File: src/rtl/req_issuer.sv
// req_issuer: turns a bouncing push-button into counted requests and issues
// them one at a time to a downstream walker over a req/busy handshake, with
// saturation and acknowledge-timeout bookkeeping.
module req_issuer #(
    parameter int DEBOUNCE_WIDTH = 16,
    parameter int PENDING_WIDTH  = 2,
    parameter int TIMEOUT_WIDTH  = 8
) (
    input  logic                     i_clk,
    input  logic                     i_rst,
    input  logic                     i_btn,
    input  logic                     i_busy,
    output logic                     o_req,
    output logic [PENDING_WIDTH-1:0] o_pending,
    output logic                     o_overflow,
    output logic                     o_timeout
);

    localparam logic [DEBOUNCE_WIDTH-1:0] DB_ZERO   = {DEBOUNCE_WIDTH{1'b0}};
    localparam logic [DEBOUNCE_WIDTH-1:0] DB_MAX    = {DEBOUNCE_WIDTH{1'b1}};
    localparam logic [DEBOUNCE_WIDTH-1:0] DB_ONE    = DEBOUNCE_WIDTH'(1'b1);
    localparam logic [PENDING_WIDTH-1:0]  PEND_ZERO = {PENDING_WIDTH{1'b0}};
    localparam logic [PENDING_WIDTH-1:0]  PEND_MAX  = {PENDING_WIDTH{1'b1}};
    localparam logic [PENDING_WIDTH-1:0]  PEND_ONE  = PENDING_WIDTH'(1'b1);
    localparam logic [TIMEOUT_WIDTH-1:0]  TMO_ZERO  = {TIMEOUT_WIDTH{1'b0}};
    localparam logic [TIMEOUT_WIDTH-1:0]  TMO_MAX   = {TIMEOUT_WIDTH{1'b1}};
    localparam logic [TIMEOUT_WIDTH-1:0]  TMO_ONE   = TIMEOUT_WIDTH'(1'b1);

    typedef enum logic [1:0] {
        ST_IDLE      = 2'd0,
        ST_REQ       = 2'd1,
        ST_WAIT_DONE = 2'd2
    } state_t;

    logic [1:0]                btn_sync_r;
    logic [1:0]                busy_sync_r;
    logic                      btn_s;
    logic                      busy_s;
    logic [DEBOUNCE_WIDTH-1:0] db_cnt_r;
    logic                      btn_stable_r;
    logic                      btn_stable_d_r;
    logic                      press_s;
    logic                      dec_s;
    state_t                    state_r;
    logic [TIMEOUT_WIDTH-1:0]  tmo_cnt_r;

    // Two-flop synchronizers for the asynchronous button and busy levels.
    always_ff @(posedge i_clk or posedge i_rst) begin
        if (i_rst) begin
            btn_sync_r  <= 2'b00;
            busy_sync_r <= 2'b00;
        end else begin
            btn_sync_r  <= {btn_sync_r[0], i_btn};
            busy_sync_r <= {busy_sync_r[0], i_busy};
        end
    end

    assign btn_s  = btn_sync_r[1];
    assign busy_s = busy_sync_r[1];

    // Debounce: accept a new level only after it has differed from the
    // accepted level for a full run of 2^DEBOUNCE_WIDTH consecutive cycles.
    always_ff @(posedge i_clk or posedge i_rst) begin
        if (i_rst) begin
            db_cnt_r       <= DB_ZERO;
            btn_stable_r   <= 1'b0;
            btn_stable_d_r <= 1'b0;
        end else begin
            btn_stable_d_r <= btn_stable_r;
            if (btn_s == btn_stable_r) begin
                db_cnt_r <= DB_ZERO;
            end else if (db_cnt_r == DB_MAX) begin
                btn_stable_r <= btn_s;
                db_cnt_r     <= DB_ZERO;
            end else begin
                db_cnt_r <= db_cnt_r + DB_ONE;
            end
        end
    end

    // Press event: the cycle right after the accepted level rises.
    assign press_s = btn_stable_r & ~btn_stable_d_r;

    // A request is retired (acknowledged or abandoned) on this edge.
    assign dec_s = (state_r == ST_REQ) && (busy_s || (tmo_cnt_r == TMO_MAX));

    // Handshake FSM with registered request level and sticky timeout flag.
    always_ff @(posedge i_clk or posedge i_rst) begin
        if (i_rst) begin
            state_r   <= ST_IDLE;
            o_req     <= 1'b0;
            tmo_cnt_r <= TMO_ZERO;
            o_timeout <= 1'b0;
        end else begin
            case (state_r)
                ST_IDLE: begin
                    if (o_pending != PEND_ZERO) begin
                        state_r   <= ST_REQ;
                        o_req     <= 1'b1;
                        tmo_cnt_r <= TMO_ZERO;
                    end else begin
                        state_r <= ST_IDLE;
                        o_req   <= 1'b0;
                    end
                end
                ST_REQ: begin
                    if (busy_s) begin
                        state_r <= ST_WAIT_DONE;
                        o_req   <= 1'b0;
                    end else if (tmo_cnt_r == TMO_MAX) begin
                        state_r   <= ST_IDLE;
                        o_req     <= 1'b0;
                        o_timeout <= 1'b1;
                    end else begin
                        state_r   <= ST_REQ;
                        o_req     <= 1'b1;
                        tmo_cnt_r <= tmo_cnt_r + TMO_ONE;
                    end
                end
                ST_WAIT_DONE: begin
                    o_req <= 1'b0;
                    if (!busy_s) begin
                        state_r <= ST_IDLE;
                    end else begin
                        state_r <= ST_WAIT_DONE;
                    end
                end
                default: begin
                    state_r <= ST_IDLE;
                    o_req   <= 1'b0;
                end
            endcase
        end
    end

    // Pending-press counter: saturating increment on press, decrement on
    // retirement; a coincident press and retirement cancel out.
    always_ff @(posedge i_clk or posedge i_rst) begin
        if (i_rst) begin
            o_pending  <= PEND_ZERO;
            o_overflow <= 1'b0;
        end else begin
            case ({press_s, dec_s})
                2'b10: begin
                    if (o_pending == PEND_MAX) begin
                        o_overflow <= 1'b1;
                    end else begin
                        o_pending <= o_pending + PEND_ONE;
                    end
                end
                2'b01: begin
                    if (o_pending != PEND_ZERO) begin
                        o_pending <= o_pending - PEND_ONE;
                    end else begin
                        o_pending <= o_pending;
                    end
                end
                default: begin
                    o_pending <= o_pending;
                end
            endcase
        end
    end

endmodule

File: config.mk
export PLATFORM = sky130hd
export DESIGN_NAME = req_issuer
export DESIGN_NICKNAME = d
export VERILOG_FILES = /design/src/rtl/req_issuer.sv
export SDC_FILE = /design/constraint.sdc
export NUM_CORES = 1
export LEC_CHECK = 0
export CORE_ASPECT_RATIO = 0.7
export CORE_MARGIN = 1
export CORE_UTILIZATION = 24
export DETAILED_ROUTE_END_ITERATION = 10
export PLACE_DENSITY_LB_ADDON = 0.05
export SYNTH_ARGS = -nofsm -noshare
export SYNTH_HDL_FRONTEND = slang
export SYNTH_SLANG_ARGS = --single-unit
File: constraint.sdc
create_clock -name i_clk -period 2.1 [get_ports i_clk]
set_input_delay 0.42 -clock i_clk [delete_from_list [all_inputs] [get_ports i_clk]]
set_output_delay 0.42 -clock i_clk [all_outputs]
set_load 0.05 [all_outputs]
* Yosys cells after proc, flatten, opt, wreduce, memory -nomap -nowiden
Index checks and enable logic that the tools add are counted.
** Operators by class
- Shift operators :: 0
- Bitwise operators :: 4
- Add/subtract/negate cells :: 4
- Divide/modulo/power cells :: 0
- Multiplexer cells :: 18
- Reductions and logical operators :: 11
- Multipliers :: 0
- $lt $le $gt $ge :: 0
- Equal/unequal tests :: 13
** Operator list (number)
- $mux 16 :: 2
- $mux 8 :: 3
- $add 16x1->16 const B :: 1
- $eq 16x16->1 const B :: 1
- $pmux 8 s2 :: 1
- $ne 2x2->1 const B :: 5
- $add 8x1->8 const B :: 1
- $eq 8x8->1 const B :: 1
- $mux 2 :: 4
- $eq 2x2->1 const B :: 3
- $pmux 2 s3 :: 1
- $reduce_and 3->1 :: 2
- $reduce_bool 2->1 :: 3
- $mux 1 :: 5
- $eq 2x1->1 const B :: 2
- $pmux 2 s2 :: 1
- $reduce_and 2->1 :: 2
- $reduce_and 4->1 :: 1
- $not 1->1 :: 3
- $add 2x1->2 const B :: 1
- $logic_not 2->1 :: 1
- $pmux 1 s2 :: 1
- $sub 2x1->2 const B :: 1
- $and 1x1->1 :: 1
- other kinds (3) :: 3
** Word-level totals
- Bits of input ports :: 4
- Output and inout bits :: 5
- Logic and storage cells :: 61
- Flip-flop bits (word level) :: 37
- Memories kept :: 0
- Bits in writable memories :: 0
- Latch bits :: 0
- Bits in read-only memories :: 0

* Logic depth before layout (Yosys ltp)
- Word-level depth :: 6
- Mapped depth :: 7
- Gate-level depth less buffers :: 5

* Least setup slack after synthesis
Ideal clock, no wire load.
- Path type :: reg-to-reg
- From :: register db_cnt_r[0]
- To :: register db_cnt_r[11]
- Path buffers :: 2
- Required time :: 1.981 ns
- Setup slack :: 0.554 ns
- Arrival time :: 1.428 ns
- Cell stages (with the launch flop) :: 8
- Setup time :: 0.119 ns
- Period minus slack after synthesis :: 1.546 ns
- Path through :: dfrtp_1 -> ha_1 -> nand4_1 -> nor4_2 -> or2_0 -> buf_4 -> buf_6 -> nor2_1
** On the way
- Cells in the longest elaborated chain, start to end :: 3
- Elaborated cells between the ends (all ways) :: 4
- Classes of those cells :: 1 x add/sub; 1 x eq/ne; 2 x mux
** Ends and longest elaborated chain
- from (decl) :: line 39 : logic [DEBOUNCE_WIDTH-1:0] db_cnt_r;
- from (signal assigned) :: line 76 : db_cnt_r <= db_cnt_r + DB_ONE;
- $add 16x1->16 or $eq 16x16->1 (tied branches) :: line 76, 72
- $mux 16 * :: line 72 : end else if (db_cnt_r == DB_MAX) begin
- $mux 16 * :: line 70 : if (btn_s == btn_stable_r) begin
Every way passes the cells marked *; elsewhere a longest branch is shown, timed or not.
A chain may end at the register's enable or synchronous reset.

* Worst setup path in the final report
- From :: register o_pending[0]
- To :: output port o_pending[0]
** RTL lines
- from (decl) :: line 14 : output logic [PENDING_WIDTH-1:0] o_pending,
- from (signal assigned) :: line 148 : o_pending <= o_pending + PEND_ONE;
- from (signal assigned) :: line 153 : o_pending <= o_pending - PEND_ONE;
- from (signal assigned) :: line 155 : o_pending <= o_pending;
No word-level cell between the ends.

==> impl_metrics.env <==
export IMPL_status="finished clean"
export IMPL_hold_path_startpoint="btn_sync_r[0]"
export IMPL_p_clk_share_pct=39.1
export IMPL_peakVddDrop_mv=0.2210
export IMPL_finalSetupTns_ns=0
export IMPL_post_cts_resized=0
export IMPL_crit_type="reg2out"
export IMPL_min_to="btn_sync_r[1]"
export IMPL_yosys_top_cells_area="dfrtp_1 (54%), nor2_1 (4.4%), xnor2_1 (4.1%), xor2_1 (3.6%), nand3_1 (2.9%)"
export IMPL_crit_family="buffers and inverters"
export IMPL_synth_avg_cell_area_um2=10.82
export IMPL_async_flop_share_pct=100.0
export IMPL_drt_total_wl_mm=3.481
export IMPL_rr_endpoint="db_cnt_r[15]"
export IMPL_min_path_cells=0
export IMPL_cts_max_level=2
export IMPL_dr_total_vias=1195
export IMPL_timing_fmax_mhz=509.2
export IMPL_min_path_type="reg2reg"
export IMPL_setup_violations=0
export IMPL_cts_tree="done"
export IMPL_final_cells=267
export IMPL_synth_seq_cells=37
export IMPL_antenna_found_initial=0
export IMPL_synth_cell_types=40
export IMPL_crit_path_max_fanout=6
export IMPL_power_internal_mw=0.9641
export IMPL_route_detailed_drc=0
export IMPL_rsz0062_at_grt="no"
export IMPL_die_area_um2=7469
export IMPL_r2r_setup_slack_ns=0.40
export IMPL_p_switching_mw=0.2955
export IMPL_hold_ws_ns=0.3678
export IMPL_drive_gt1_share_pct=9.827
export IMPL_synthesis_instances=158
export IMPL_clock_sinks=37
export IMPL_synth_top_cell_by_area="dfrtp_1"
export IMPL_grt_pass1_wl_mm=6.016
export IMPL_placed_cells=259
export IMPL_hold_viol=0
export IMPL_synth_common_cells="dfrtp_1 (37), nor2_1 (20), nand3_1 (10)"
export IMPL_sequentialPowerShare_pct=57.8
export IMPL_critPathRequiredTime_ns=1.68
export IMPL_port_buffers=8
export IMPL_clk_path_buf_depth=2
export IMPL_grt_usage_pct=10.86
export IMPL_die_y_um=72.61
export IMPL_p_per_area_nw_per_um2=635.5
export IMPL_start_util_pct=25.06
export IMPL_drt_wirelength_per_cell_um=13.04
export IMPL_crit_path_max_incr_delay_ns=0.84
export IMPL_cp_num_buf_inv=1
export IMPL_switching_share_pct=23.46
export IMPL_startpoint_type="register"
export IMPL_yosysWarnings=0
export IMPL_synth_edf_count=0
export IMPL_synth_top_area_share_pct=54.17
export IMPL_final_max_slew_viol_count=0
export IMPL_dr_first_iter_drc_count=30
export IMPL_crit_slowest_cell="clkdlybuf4s50_1"
export IMPL_worst_pin_slew_ns=0.5086
export IMPL_synth_most_common_cell="dfrtp_1"
export IMPL_gp_congestion=0.7043
export IMPL_cap_violations=0
export IMPL_grt_pass1_vias=1187
export IMPL_clk_pin_slew_ns=0.07
export IMPL_clock_skew_ns=0.008575
export IMPL_area_growth_pct=15.96
export IMPL_final_antenna_net_count=0
export IMPL_clkLatencyLatePin_ns=0.29
export IMPL_period_needed_ns=1.964
export IMPL_grt_ovfl_total=0
export IMPL_ys_seq_area_share_pct=54.17
export IMPL_synth_nets=164
export IMPL_post_cts_setup_buffers=0
export IMPL_r2r_start="db_cnt_r[0]"
export IMPL_cts_made_buffers=5
export IMPL_coreArea_um2=6819
export IMPL_synth_flop_cell="dfrtp_1"
export IMPL_worstRegToRegCells=6
export IMPL_ios=9
export IMPL_die_w_um=102.9
export IMPL_endpoint_kind="primary output"
export IMPL_slew_headroom_pct=65.99
export IMPL_hold_buffers=0
export IMPL_grt_max_degree=38
export IMPL_cp_arrival_ns=1.54
export IMPL_final_core_util_pct=29.06
export IMPL_total_power_mw=1.260
export IMPL_fin_nets=178
export IMPL_viasPerCell=4.476
export IMPL_p_comb_share_pct=3.1
export IMPL_syn_area_um2=1709
export IMPL_clock_root_buffer="clkbuf_8"
export IMPL_dr_pass1_iters=4
export IMPL_fp_row_count=25
export IMPL_n_antenna_cell=0
export IMPL_path_cells="clkdlybuf4s50_1"
export IMPL_place_hpwl_mm=2.304
export IMPL_fin_crit_sh_pct=93.52
export IMPL_leakage_nw=0.8317
cells by family after synthesis:
kind of cell               count (synthesis)  share of synthesized area (%)
AOI/OAI and AO/OA                         21                          8.931
muxes                                      3                          1.830
DFF                                       37                          54.17
buffers and inverters                     10                          2.855
xor gates and xnor gates                  15                          7.687
adders and majority gates                  2                          1.464
and+or+nand+nor                           70                          23.06
per-stage QoR:
stage               setup slack [ns]  area, µm²
floorplan                     0.5538       1709
global placement              0.4558       1899
detailed placement            0.3963       1899
CTS                           0.1263       1982
global route                 0.06482       1982
finish                        0.1361       1982
worst max-delay path by stage:
stage                            start           end  depth (start not counted)
final                     o_pending[0]  o_pending[0]                          1
after global routing      o_pending[0]  o_pending[0]                          1
after CTS                 o_pending[0]  o_pending[0]                          1
after detailed placement   db_cnt_r[0]  db_cnt_r[15]                          6
after global placement    tmo_cnt_r[0]  tmo_cnt_r[1]                          5
after floorplan            db_cnt_r[0]  db_cnt_r[11]                          7
state kept, by name (all words and copies together), names as in the netlist, 2 cells and up:
register     cells
busy_sync_r      2
db_cnt_r        16
tmo_cnt_r        8
state_r          2
btn_sync_r       2
o_pending        2
per-layer routing:
layer  vias to the layer above  GRT usage, %  share of wire, %
li1                        590             -                 -
met1                       580         16.53                57
met2                        23         14.15                38
met3                         2         3.831               4.7
met4                         0         3.130              0.55
met5                         -             0                 0
layout by cell type (no fill, tap or decap), drive strengths merged, types with 3 or more instances in the layout:
cell type      count
o31ai              4
nor4               3
xor2               7
o21ai              3
and4               4
dfrtp             37
o211ai             3
clkdlybuf4s50      8
xnor2              8
nor3               6
inv                7
nand4              7
nor2              20
nand3             11
nand2              9
nor2b              3
clkbuf             6
power by group through the flow:
stage | logic [mW] | registers, mW | clock network (mW)
finish | 0.0395 | 0.728 | 0.492
global route | 0.0455 | 0.730 | 0.538
global placement | 0.0409 | 0.742 | 0
detailed placement | 0.0414 | 0.742 | 0
floorplan | 0.0275 | 0.740 | 0
CTS | 0.0420 | 0.728 | 0.513
final cells by class:
class | count | area (µm²)
repair buffers | 10 | 95.09
clock buffers | 6 | 72.57
clock inverters | 2 | 10.01
flip-flops and latches | 37 | 925.9
fillers | 730 | 4837
inverters | 7 | 26.28
well taps | 94 | 117.6
multi-input cells | 111 | 734.5
Power figures use the tool's default switching activity.
